$ cat src/rtl/wb_led_walker_if.sv
// wb_led_walker_if: pipelined Wishbone slave bus (single-bit address, 32-bit data)
interface wb_led_walker_if;
    logic        i_cyc;
    logic        i_stb;
    logic        i_we;
    logic        i_addr;
    logic [31:0] i_data;
    logic        o_stall;
    logic        o_ack;
    logic [31:0] o_data;
    modport master(output i_cyc, i_stb, i_we, i_addr, i_data, input o_stall, o_ack, o_data);
    modport slave(input i_cyc, i_stb, i_we, i_addr, i_data, output o_stall, o_ack, o_data);
endinterface

$ cat src/rtl/wb_led_walker.sv
// wb_led_walker: Wishbone-controlled one-hot LED walker, bounce or wrap, programmable step period and repeats
module wb_led_walker #(
    parameter int NLEDS = 8,
    parameter int DW = 16,
    parameter logic [DW-1:0] DEFAULT_DIV = '0
) (
    input  logic             i_clk,
    input  logic             i_reset_n,
    wb_led_walker_if.slave   bus,
    output logic [NLEDS-1:0] o_led
);
    localparam int PW = $clog2(NLEDS);
    typedef enum logic [1:0] {IDLE, UP, DOWN} state_t;
    state_t        r_state;
    logic [PW-1:0] r_pos;
    logic [DW-1:0] r_cnt;
    logic [DW-1:0] r_div;
    logic [7:0]    r_reps;
    logic          r_mode;
    logic          r_ack;
    logic [31:0]   r_data;
    logic          w_busy;
    logic          w_acc;
    logic          w_ctrl_wr;
    logic          w_abort;
    logic          w_start;
    assign w_busy    = r_state != IDLE;
    assign bus.o_stall = w_busy && bus.i_we && !bus.i_addr && !bus.i_data[31];
    assign w_acc     = bus.i_cyc && bus.i_stb && !bus.o_stall;
    assign w_ctrl_wr = w_acc && bus.i_we && !bus.i_addr;
    assign w_abort   = w_ctrl_wr && bus.i_data[31];
    // a start can only be accepted while idle because CTRL starts stall when busy
    assign w_start   = w_ctrl_wr && !bus.i_data[31];
    assign bus.o_ack  = r_ack;
    assign bus.o_data = r_data;
    assign o_led      = w_busy ? NLEDS'(1) << r_pos : '0;
    always_ff @(posedge i_clk or negedge i_reset_n) begin
        if (!i_reset_n) begin
            r_state <= IDLE;
            r_pos   <= '0;
            r_cnt   <= '0;
            r_div   <= DEFAULT_DIV;
            r_reps  <= '0;
            r_mode  <= 1'b0;
            r_ack   <= 1'b0;
            r_data  <= '0;
        end else begin
            r_ack <= w_acc;
            if (w_acc)
                r_data <= bus.i_we ? 32'd0 : bus.i_addr ? 32'(r_div) :
                          {w_busy, 14'b0, r_mode, r_reps, 8'(r_pos)};
            if (w_acc && bus.i_we && bus.i_addr)
                r_div <= bus.i_data[DW-1:0];
            if (w_abort) begin
                r_state <= IDLE;
                r_pos   <= '0;
                r_cnt   <= '0;
            end else if (w_start) begin
                r_state <= UP;
                r_pos   <= '0;
                r_cnt   <= '0;
                r_reps  <= bus.i_data[15:8];
                r_mode  <= bus.i_data[0];
            end else if (w_busy) begin
                // >= so that shrinking DIV below the running count still steps at once
                if (r_cnt >= r_div) begin
                    r_cnt <= '0;
                    if (r_state == UP && r_pos < PW'(NLEDS - 1)) begin
                        r_pos <= r_pos + 1'b1;
                    end else if (r_state == UP && !r_mode) begin
                        r_state <= DOWN;
                        r_pos   <= r_pos - 1'b1;
                    end else if (r_state == DOWN && r_pos != '0) begin
                        r_pos <= r_pos - 1'b1;
                    end else if (r_reps != '0) begin
                        r_reps  <= r_reps - 1'b1;
                        r_pos   <= '0;
                        r_state <= UP;
                    end else begin
                        r_state <= IDLE;
                        r_pos   <= '0;
                    end
                end else begin
                    r_cnt <= r_cnt + 1'b1;
                end
            end
        end
    end
endmodule

$ cat src/flat_wrapper.sv
// flat-port wrapper written by rule: the top's interface ports become plain ports
module wb_led_walker_flat 
#(
    parameter int NLEDS = 8,
    parameter int DW = 16,
    parameter logic [DW-1:0] DEFAULT_DIV = '0
)
  (i_clk, i_reset_n, o_led, bus_i_cyc, bus_i_stb, bus_i_we, bus_i_addr, bus_i_data, bus_o_stall, bus_o_ack, bus_o_data);
  wb_led_walker_if bus_i ();
  input  logic i_clk;
  input  logic i_reset_n;
  output logic [NLEDS-1:0] o_led;
  input wire logic [$bits(bus_i.i_cyc)-1:0] bus_i_cyc;
  input wire logic [$bits(bus_i.i_stb)-1:0] bus_i_stb;
  input wire logic [$bits(bus_i.i_we)-1:0] bus_i_we;
  input wire logic [$bits(bus_i.i_addr)-1:0] bus_i_addr;
  input wire logic [$bits(bus_i.i_data)-1:0] bus_i_data;
  output wire logic [$bits(bus_i.o_stall)-1:0] bus_o_stall;
  output wire logic [$bits(bus_i.o_ack)-1:0] bus_o_ack;
  output wire logic [$bits(bus_i.o_data)-1:0] bus_o_data;
  assign bus_i.i_cyc = bus_i_cyc;
  assign bus_i.i_stb = bus_i_stb;
  assign bus_i.i_we = bus_i_we;
  assign bus_i.i_addr = bus_i_addr;
  assign bus_i.i_data = bus_i_data;
  assign bus_o_stall = bus_i.o_stall;
  assign bus_o_ack = bus_i.o_ack;
  assign bus_o_data = bus_i.o_data;
  wb_led_walker #(.NLEDS(NLEDS), .DW(DW), .DEFAULT_DIV(DEFAULT_DIV)) u_core (.i_clk(i_clk), .i_reset_n(i_reset_n), .bus(bus_i), .o_led(o_led));
endmodule
$ cat config.mk
export PLATFORM = sky130hd
export DESIGN_NAME = wb_led_walker_flat
export DESIGN_NICKNAME = d
export VERILOG_FILES = /design/src/rtl/wb_led_walker_if.sv /design/src/rtl/wb_led_walker.sv /design/src/flat_wrapper.sv
export SDC_FILE = /design/constraint.sdc
export NUM_CORES = 1
export LEC_CHECK = 0
export BUFFER_PORTS_ARGS = -buffer_cell sky130_fd_sc_hd__buf_2
export CAP_MARGIN = 20
export CORE_MARGIN = 2
export CORE_UTILIZATION = 44
export DETAILED_ROUTE_END_ITERATION = 10
export GPL_ROUTABILITY_DRIVEN = 1
export PLACE_DENSITY = 0.74
export SLEW_MARGIN = 20
export SYNTH_ARGS = -nofsm -noshare
export SYNTH_HDL_FRONTEND = slang
export SYNTH_SLANG_ARGS = --single-unit
export TNS_END_PERCENT = 5
$ cat constraint.sdc
create_clock -name i_clk -period 2.3 [get_ports i_clk]
set_input_delay 0.575 -clock i_clk [delete_from_list [all_inputs] [get_ports i_clk]]
set_output_delay 0.575 -clock i_clk [all_outputs]
set_load 0.05 [all_outputs]
## Word level (Yosys, flattened, before mapping)

Cells that the tools add are included.

| word-level totals | value |
|---|---|
| bits in registers | 79 |

| operators by class | value |
|---|---|
| add/subtract/negate cells | 4 |
| $lt $le $gt $ge | 2 |
| equal/unequal tests | 7 |
| shift-type cells | 1 |
| mux-type cells | 29 |
| bitwise gates (word level) | 1 |
| reduce and logical (&&, ||, !) cells | 29 |

Operator list:

| operator | number |
|---|---|
| $mux W16 | 4 |
| $mux W32 | 2 |
| $mux W8 | 8 |
| $mux W3 | 7 |
| $add A16 B1 Y16 const B | 1 |
| $ge A16 B16 Y1 | 1 |
| $mux W2 | 7 |
| $logic_and A1 B1 Y1 | 13 |
| $reduce_bool A3 Y1 | 3 |
| $reduce_bool A2 Y1 | 4 |
| $reduce_bool A8 Y1 | 1 |
| $shl A1 B3 Y8 const A | 1 |
| $sub A8 B1 Y8 const B | 1 |
| $reduce_and A7 Y1 | 1 |
| $ne A2 B1 Y1 const B | 3 |
| $logic_not A1 Y1 | 4 |
| $ne A4 B1 Y1 const B | 1 |
| $reduce_and A2 Y1 | 2 |
| $reduce_and A4 Y1 | 1 |
| $add A3 B1 Y3 const B | 1 |
| $lt A3 B3 Y1 const B | 1 |
| $ne A3 B1 Y1 const B | 1 |
| $sub A3 B1 Y3 const B | 1 |
| $eq A2 B1 Y1 const B | 1 |
| other kinds (3) | 3 |

## Logic depth before layout (Yosys ltp)

| logic depth | value |
|---|---|
| word-level depth | 11 |
| gate-level depth with buffers | 9 |
| gate-level depth less buffers | 8 |

## Worst setup path after synthesis

No wires, ideal clock.

| timing | value |
|---|---|
| path kind | flip-flop to flip-flop |
| start point | register u_core.r_cnt[0] |
| end point | register u_core.r_state[0] |
| arrival time | 2.087 ns |
| setup slack | 0.088 ns |
| stages on the path, launching flop included | 9 |
| buffers on the path | 0 |
| cell sequence | dfrtp_1 inv_1 ha_1 nand2b_4 a2111o_1 a32oi_2 nand2_2 a21oi_1 mux2_2 |

| between the ends | value |
|---|---|
| cells in the longest elaborated chain, start to end | 3 |

Ends and longest elaborated chain:

| what | line | text |
|---|---|---|
| start, declared | wb_led_walker.sv:16 | `logic [DW-1:0] r_cnt;` |
| start signal, assigned | wb_led_walker.sv:84 | `r_cnt <= r_cnt + 1'b1;` |
| $ge A16 B16 Y1 | wb_led_walker.sv:66 | `if (r_cnt >= r_div) begin` |
| $reduce_bool A3 Y1 (no line) | n/a |  |
| $reduce_and A4 Y1 (no line) | n/a |  |
| end signal, assigned | wb_led_walker.sv:71 | `r_state <= DOWN;` |
| end signal, assigned | wb_led_walker.sv:78 | `r_state <= UP;` |
| end signal, assigned | wb_led_walker.sv:80 | `r_state <= IDLE;` |
| end, declared | wb_led_walker.sv:14 | `state_t r_state;` |

No other way between the ends.
A chain may end at the register's enable or synchronous reset.

## Worst setup path in the final report

| timing | value |
|---|---|
| start point | register u_core.r_div[10] |
| end point | register u_core.r_reps[2] |

| between the ends | value |
|---|---|
| cells in the longest elaborated chain, start to end | 3 |

Ends and longest elaborated chain:

| what | line | text |
|---|---|---|
| start, declared | wb_led_walker.sv:17 | `logic [DW-1:0] r_div;` |
| start signal, assigned | wb_led_walker.sv:53 | `r_div <= bus.i_data[DW-1:0];` |
| $ge A16 B16 Y1 | wb_led_walker.sv:66 |  |
| $reduce_bool A2 Y1 (no line) | n/a |  |
| $reduce_and A7 Y1 (no line) | n/a |  |
| end signal, assigned | wb_led_walker.sv:62 | `r_reps <= bus.i_data[15:8];` |
| end signal, assigned | wb_led_walker.sv:76 | `r_reps <= r_reps - 1'b1;` |
| end, declared | wb_led_walker.sv:18 | `logic [7:0] r_reps;` |

No other way between the ends.

==> metrics.sh <==
GR-USAGE-ALL-LAYERS=0.1898
SETUP.WORST_PATH.END_CLASS='flip-flop'
TIMING.RR.START='u_core.r_div[10]'
SYNTH.AREA.MUX_SHARE=0.08506
CP_CELL_SEQUENCE='inv_2 > ha_4 > nand4_1 > a211oi_2 > a32oi_2 > buf_4 > a211oi_4 > buf_4 > xnor2_2 > o21ai_1'
MAXIMUM_NUMBER_OF_PINS_ON_ONE_NET_BEFORE_GLOBAL_ROUTE_REPAIR=66
CRITPATHMAXFANOUT=3
AVGVIACOUNTPERCELL=5.261
CTS-BUFFERS-INSERTED=9
WORSTPATHREQUIRED_NS=2.54
AREAGROWTHSYNTHTOFINISH_PCT=22.75
TIMING_HOLD_VIOLATIONS_FINAL=0
VIAS_IN_THE_FIRST_GLOBAL_ROUTE=3102
CTS_HOLD_BUF=0
CLKSINKCOUNT=65
SETUP_TNS_NS=-0.06797
SYNTH-SEQ-AREA-SHARE=0.4141
WORST-R2R-CELL-COUNT=10
REGTOREGSETUPSLACK_NS=-0.04
DETAIL_ROUTE.FIRST_PASS.ITERATIONS=4
FP.COREAREA_UM2=8678
SETUP_VIOLATIONS=2
SYNTH_LARGEST_AREA_CELL='sky130_fd_sc_hd__dfrtp_1'
CP-START-KIND='flip-flop'
FF_LATCH_COUNT_SYNTH=65
VIAS=3125
MAX-VDD-IR-DROP_mV=0.5708
POST-ROUTE-PERIOD-UTIL=1.017
GRT_FIRST_PASS_WIRELENGTH_UM=14680
SYNTH_XOR_XNOR_AREA_SHARE=0.03568
GP_CONGESTION=0.8984
INTERNAL_POWER_CONTRIBUTION_W=0.002916
HOLD_SLACK_NS=0.2365
CRITICAL_PATH.SLOWEST_CELL='sky130_fd_sc_hd__dfrtp_1'
FIN_NETS=545
FLOORPLAN.INITIALDENSITY=0.4526
SYNTH_TOP_AREA_FRAC=0.4141
MET3_WIRE_LENGTH_UM=547
ASYNC_FLOP_SHARE=1.000
FIN_SKEW_NS=0.01086
SETUP.WORST_PATH.START='u_core.r_div[10]'
SYNTH.YOSYS.WARNINGS=0
CHIP_WIDTH_UM=98.48
SYNTHCELLS=401
DR.FIRST_ITER.DRC_COUNT=111
IOPINCOUNT=80
FINAL_LAYOUT_SIZE_SUFFIX_GT1_FRAC=0.3148
SYNTHESIS.AREA_PER_INSTANCE_UM2=9.794
MULTIINPUTGATEAREA_UM2=2132
FINALNONFILLERCELLS=594
FINAL_COMMON_CELL='sky130_fd_sc_hd__dfrtp_1'
WORST_SETUP_HOLD_PATH_CLK_SLEW_NS=0.07
PLACE_INST=568
FINAL_PERIOD_MINUS_WORST_SETUP_SLACK_NS=2.340
WORST_R2R_ENDPOINT='u_core.r_reps[2]'
LARGEST_FAMILY_OF_LOGIC_CELLS_BY_SYNTHESIZED_AREA='simple AND/OR/NAND/NOR gates'
RUN_STATUS='complete, but fails checks'
POST-DP-HPWL_UM=6311
MIN-DELAY-PATH-CLASS='in -> async'
YS_DOMINANT_REG_CELL='sky130_fd_sc_hd__dfrtp_1'
CLK-INSERTION-DELAY-LATE_NS=0.35
REGAREA_UM2=1628
FAILING_CHECKS='negative setup slack'
ROOT_BUFFER='sky130_fd_sc_hd__clkbuf_8'
DRV_SLEW=0
PWR-SHARE-SEQ=0.346
POWER_FRAC_CLOCK=0.275
NETLIST_AREA_UM2=3928
WL_MET2_UM=4324
CTS_BUFFER_DEPTH=2
MOST-COMMON-LAYOUT-CELLS='sky130_fd_sc_hd__dfrtp_1, sky130_fd_sc_hd__nand2_1, sky130_fd_sc_hd__buf_2'
OVERFLOW=0
DRT_WL_TOTAL_UM=8943
NUM-FILL-CELLS=767
COMB_POWER_SHARE=0.379
YS_TYPES=59
ROUTED_METAL_1_WIRE_LENGTH_UM=3980
TOP_LAYER='met4'
POWER.DENSITY_CELL_AREA_nW_PER_UM2=982.8
MAX_CLOCK_FREQ_MHz=427.4
DIE_HEIGHT_UM=98.48
RSZ_0062_RAISED_AFTER_GLOBAL_ROUTING='true'
DIE-AREA_UM2=9698
CPMOSTUSEDCELL='sky130_fd_sc_hd__buf_4'
REMAINING_DRC_ERRORS=0
YOSYS.AREA_SHARE.ADDER=0.08283
ROWS=34
MAX-CAP-VIOLATIONS=0
CRITICAL_PATH_ARRIVAL_NS=2.58
FINAL_TOTAL_POWER_W=0.004738
TOTAL_SWITCHING_POWER_W=0.001822
PLACE.PORT_BUFFERS=50
SYNTH_COMPOUND_AREA_FRAC=0.1188
ANT_NETS=0
ANTENNA_FOUND_INITIAL=0
SWITCHING_PORTION_OF_TOTAL_POWER=0.3845
SYNTH-EDFF-COUNT=0
DETAILEDPLACE.WORSTSLACK_NS=-0.01892
ROUTED_WIRE_LENGTH_PER_INSTANCE_UM=15.06
STATIC-LEAKAGE-POWER_nW=2.362
WORST_PATH_LARGEST_CELL_DELAY_NS=0.40
SYNTH_TOP_CELLS_BY_AREA='sky130_fd_sc_hd__dfrtp_1, sky130_fd_sc_hd__ha_1, sky130_fd_sc_hd__nand2_1'
ANTENNA_CELLS=0
HTREE_LEVELS=3
TIMING.FINAL.WS_SETUP_NS=-0.03972
WORST-SETUP-PATH-TYPE='reg -> reg'
SYNTH_SIMPLE_GATE_AREA_SHARE=0.1848
CTS_TREE='yes'
==> power groups by stage <==
stage	Combinational, W	Clock, W	Sequential [W]
final	0.00180	0.00131	0.00164
after global routing	0.00196	0.00137	0.00167
after CTS	0.00175	0.00133	0.00163
after detailed placement	0.00169	0	0.00165
after global placement	0.00161	0	0.00163
after floorplan	0.00105	0	0.00182
==> worst max-delay path by stage <==
| stage | cells after the start | end | slack [ns] |
|---|---|---|---|
| 6_report | 10 | u_core.r_reps[2] | -0.04 |
| 5_1_grt | 10 | u_core.r_reps[2] | -0.13 |
| 4_1_cts | 7 | u_core.r_state[0] | -0.008 |
| 3_5_place_dp | 9 | u_core.r_reps[4] | -0.02 |
| 3_3_place_gp | 9 | u_core.r_reps[4] | 0.01 |
| 2_1_floorplan | 8 | u_core.r_state[0] | 0.09 |
==> synth_stat cells (4+ instances only) <==
master / count
sky130_fd_sc_hd__nand3_1: 15
sky130_fd_sc_hd__a21oi_1: 15
sky130_fd_sc_hd__clkbuf_1: 8
sky130_fd_sc_hd__ha_1: 26
sky130_fd_sc_hd__nor3_1: 8
sky130_fd_sc_hd__nor2_1: 26
sky130_fd_sc_hd__xor2_1: 4
sky130_fd_sc_hd__mux2i_1: 12
sky130_fd_sc_hd__and3_1: 6
sky130_fd_sc_hd__xnor2_1: 12
sky130_fd_sc_hd__mux2_2: 12
sky130_fd_sc_hd__mux2_1: 7
sky130_fd_sc_hd__and2_1: 4
sky130_fd_sc_hd__dfrtp_1: 65
sky130_fd_sc_hd__buf_4: 15
sky130_fd_sc_hd__inv_1: 29
sky130_fd_sc_hd__o21ai_0: 17
sky130_fd_sc_hd__o31ai_1: 11
sky130_fd_sc_hd__o21ai_1: 4
sky130_fd_sc_hd__nand2_1: 52
sky130_fd_sc_hd__buf_6: 4
==> layout make-up <==
| cell class | instances | share of cell area |
|---|---|---|
| Clock inverter | 7 | 0.02959 |
| Tap cell | 108 | 0.02803 |
| Multi-Input combinational cell | 291 | 0.4423 |
| Clock buffer | 9 | 0.02569 |
| Inverter | 30 | 0.02336 |
| Timing Repair Buffer | 84 | 0.1134 |
| Sequential cell | 65 | 0.3377 |
==> metrics by stage <==
step / util / cell area, µm²
2_1_floorplan: - / 3976
3_3_place_gp: 0.5055 / 4387
3_5_place_dp: 0.5055 / 4387
4_1_cts: 0.5441 / 4722
5_1_grt: 0.5555 / 4821
6_report: 0.5555 / 4821
==> flip-flops by register name (all words and copies together), names as in the netlist <==
name / cells
u_core.r_state: 2
u_core.bus.o_ack: 1
u_core.r_reps: 8
u_core.r_cnt: 16
u_core.bus.o_data: 18
u_core.r_div: 16
u_core.r_pos: 3
u_core.r_mode: 1
==> repair_timing <==
item | in CTS | in global routing
gates resized for setup | 6 | 16
pin swaps | 5 | 6
buffers inserted | 5 | 5
endpoints found under the setup margin | 5 | 28
==> critical path: cells and delay by family (launching register included) <==
kind,cells,cell delay (ns)
AOI/OAI and AO/OA,4,0.84
xor gates and xnor gates,1,0.11
adders and majority gates,1,0.27
buffers and inverters,3,0.44
DFF,1,0.40
and+or+nand+nor,1,0.17
==> routing by layer <==
| metal | track usage | up-vias |
|---|---|---|
| met5 | 0 | - |
| met4 | 0.05901 | 0 |
| met3 | 0.05248 | 9 |
| met2 | 0.3103 | 99 |
| met1 | 0.2469 | 1497 |
| li1 | - | 1520 |
==> cell families (layout without fill, tap and decap cells) <==
kind of cell             count (synthesis)  in the layout
adder cells (fa/ha/maj)                 26             26
AND/OR/NAND/NOR                        139            139
flip-flops                              65             65
AO/OA/AOI/OAI                           65             65
other                                    1             14
multiplexers                            31             31
XOR/XNOR                                16             16
buffers and inverters                   58            130
No activity file was read; power rests on OpenSTA's default activity.
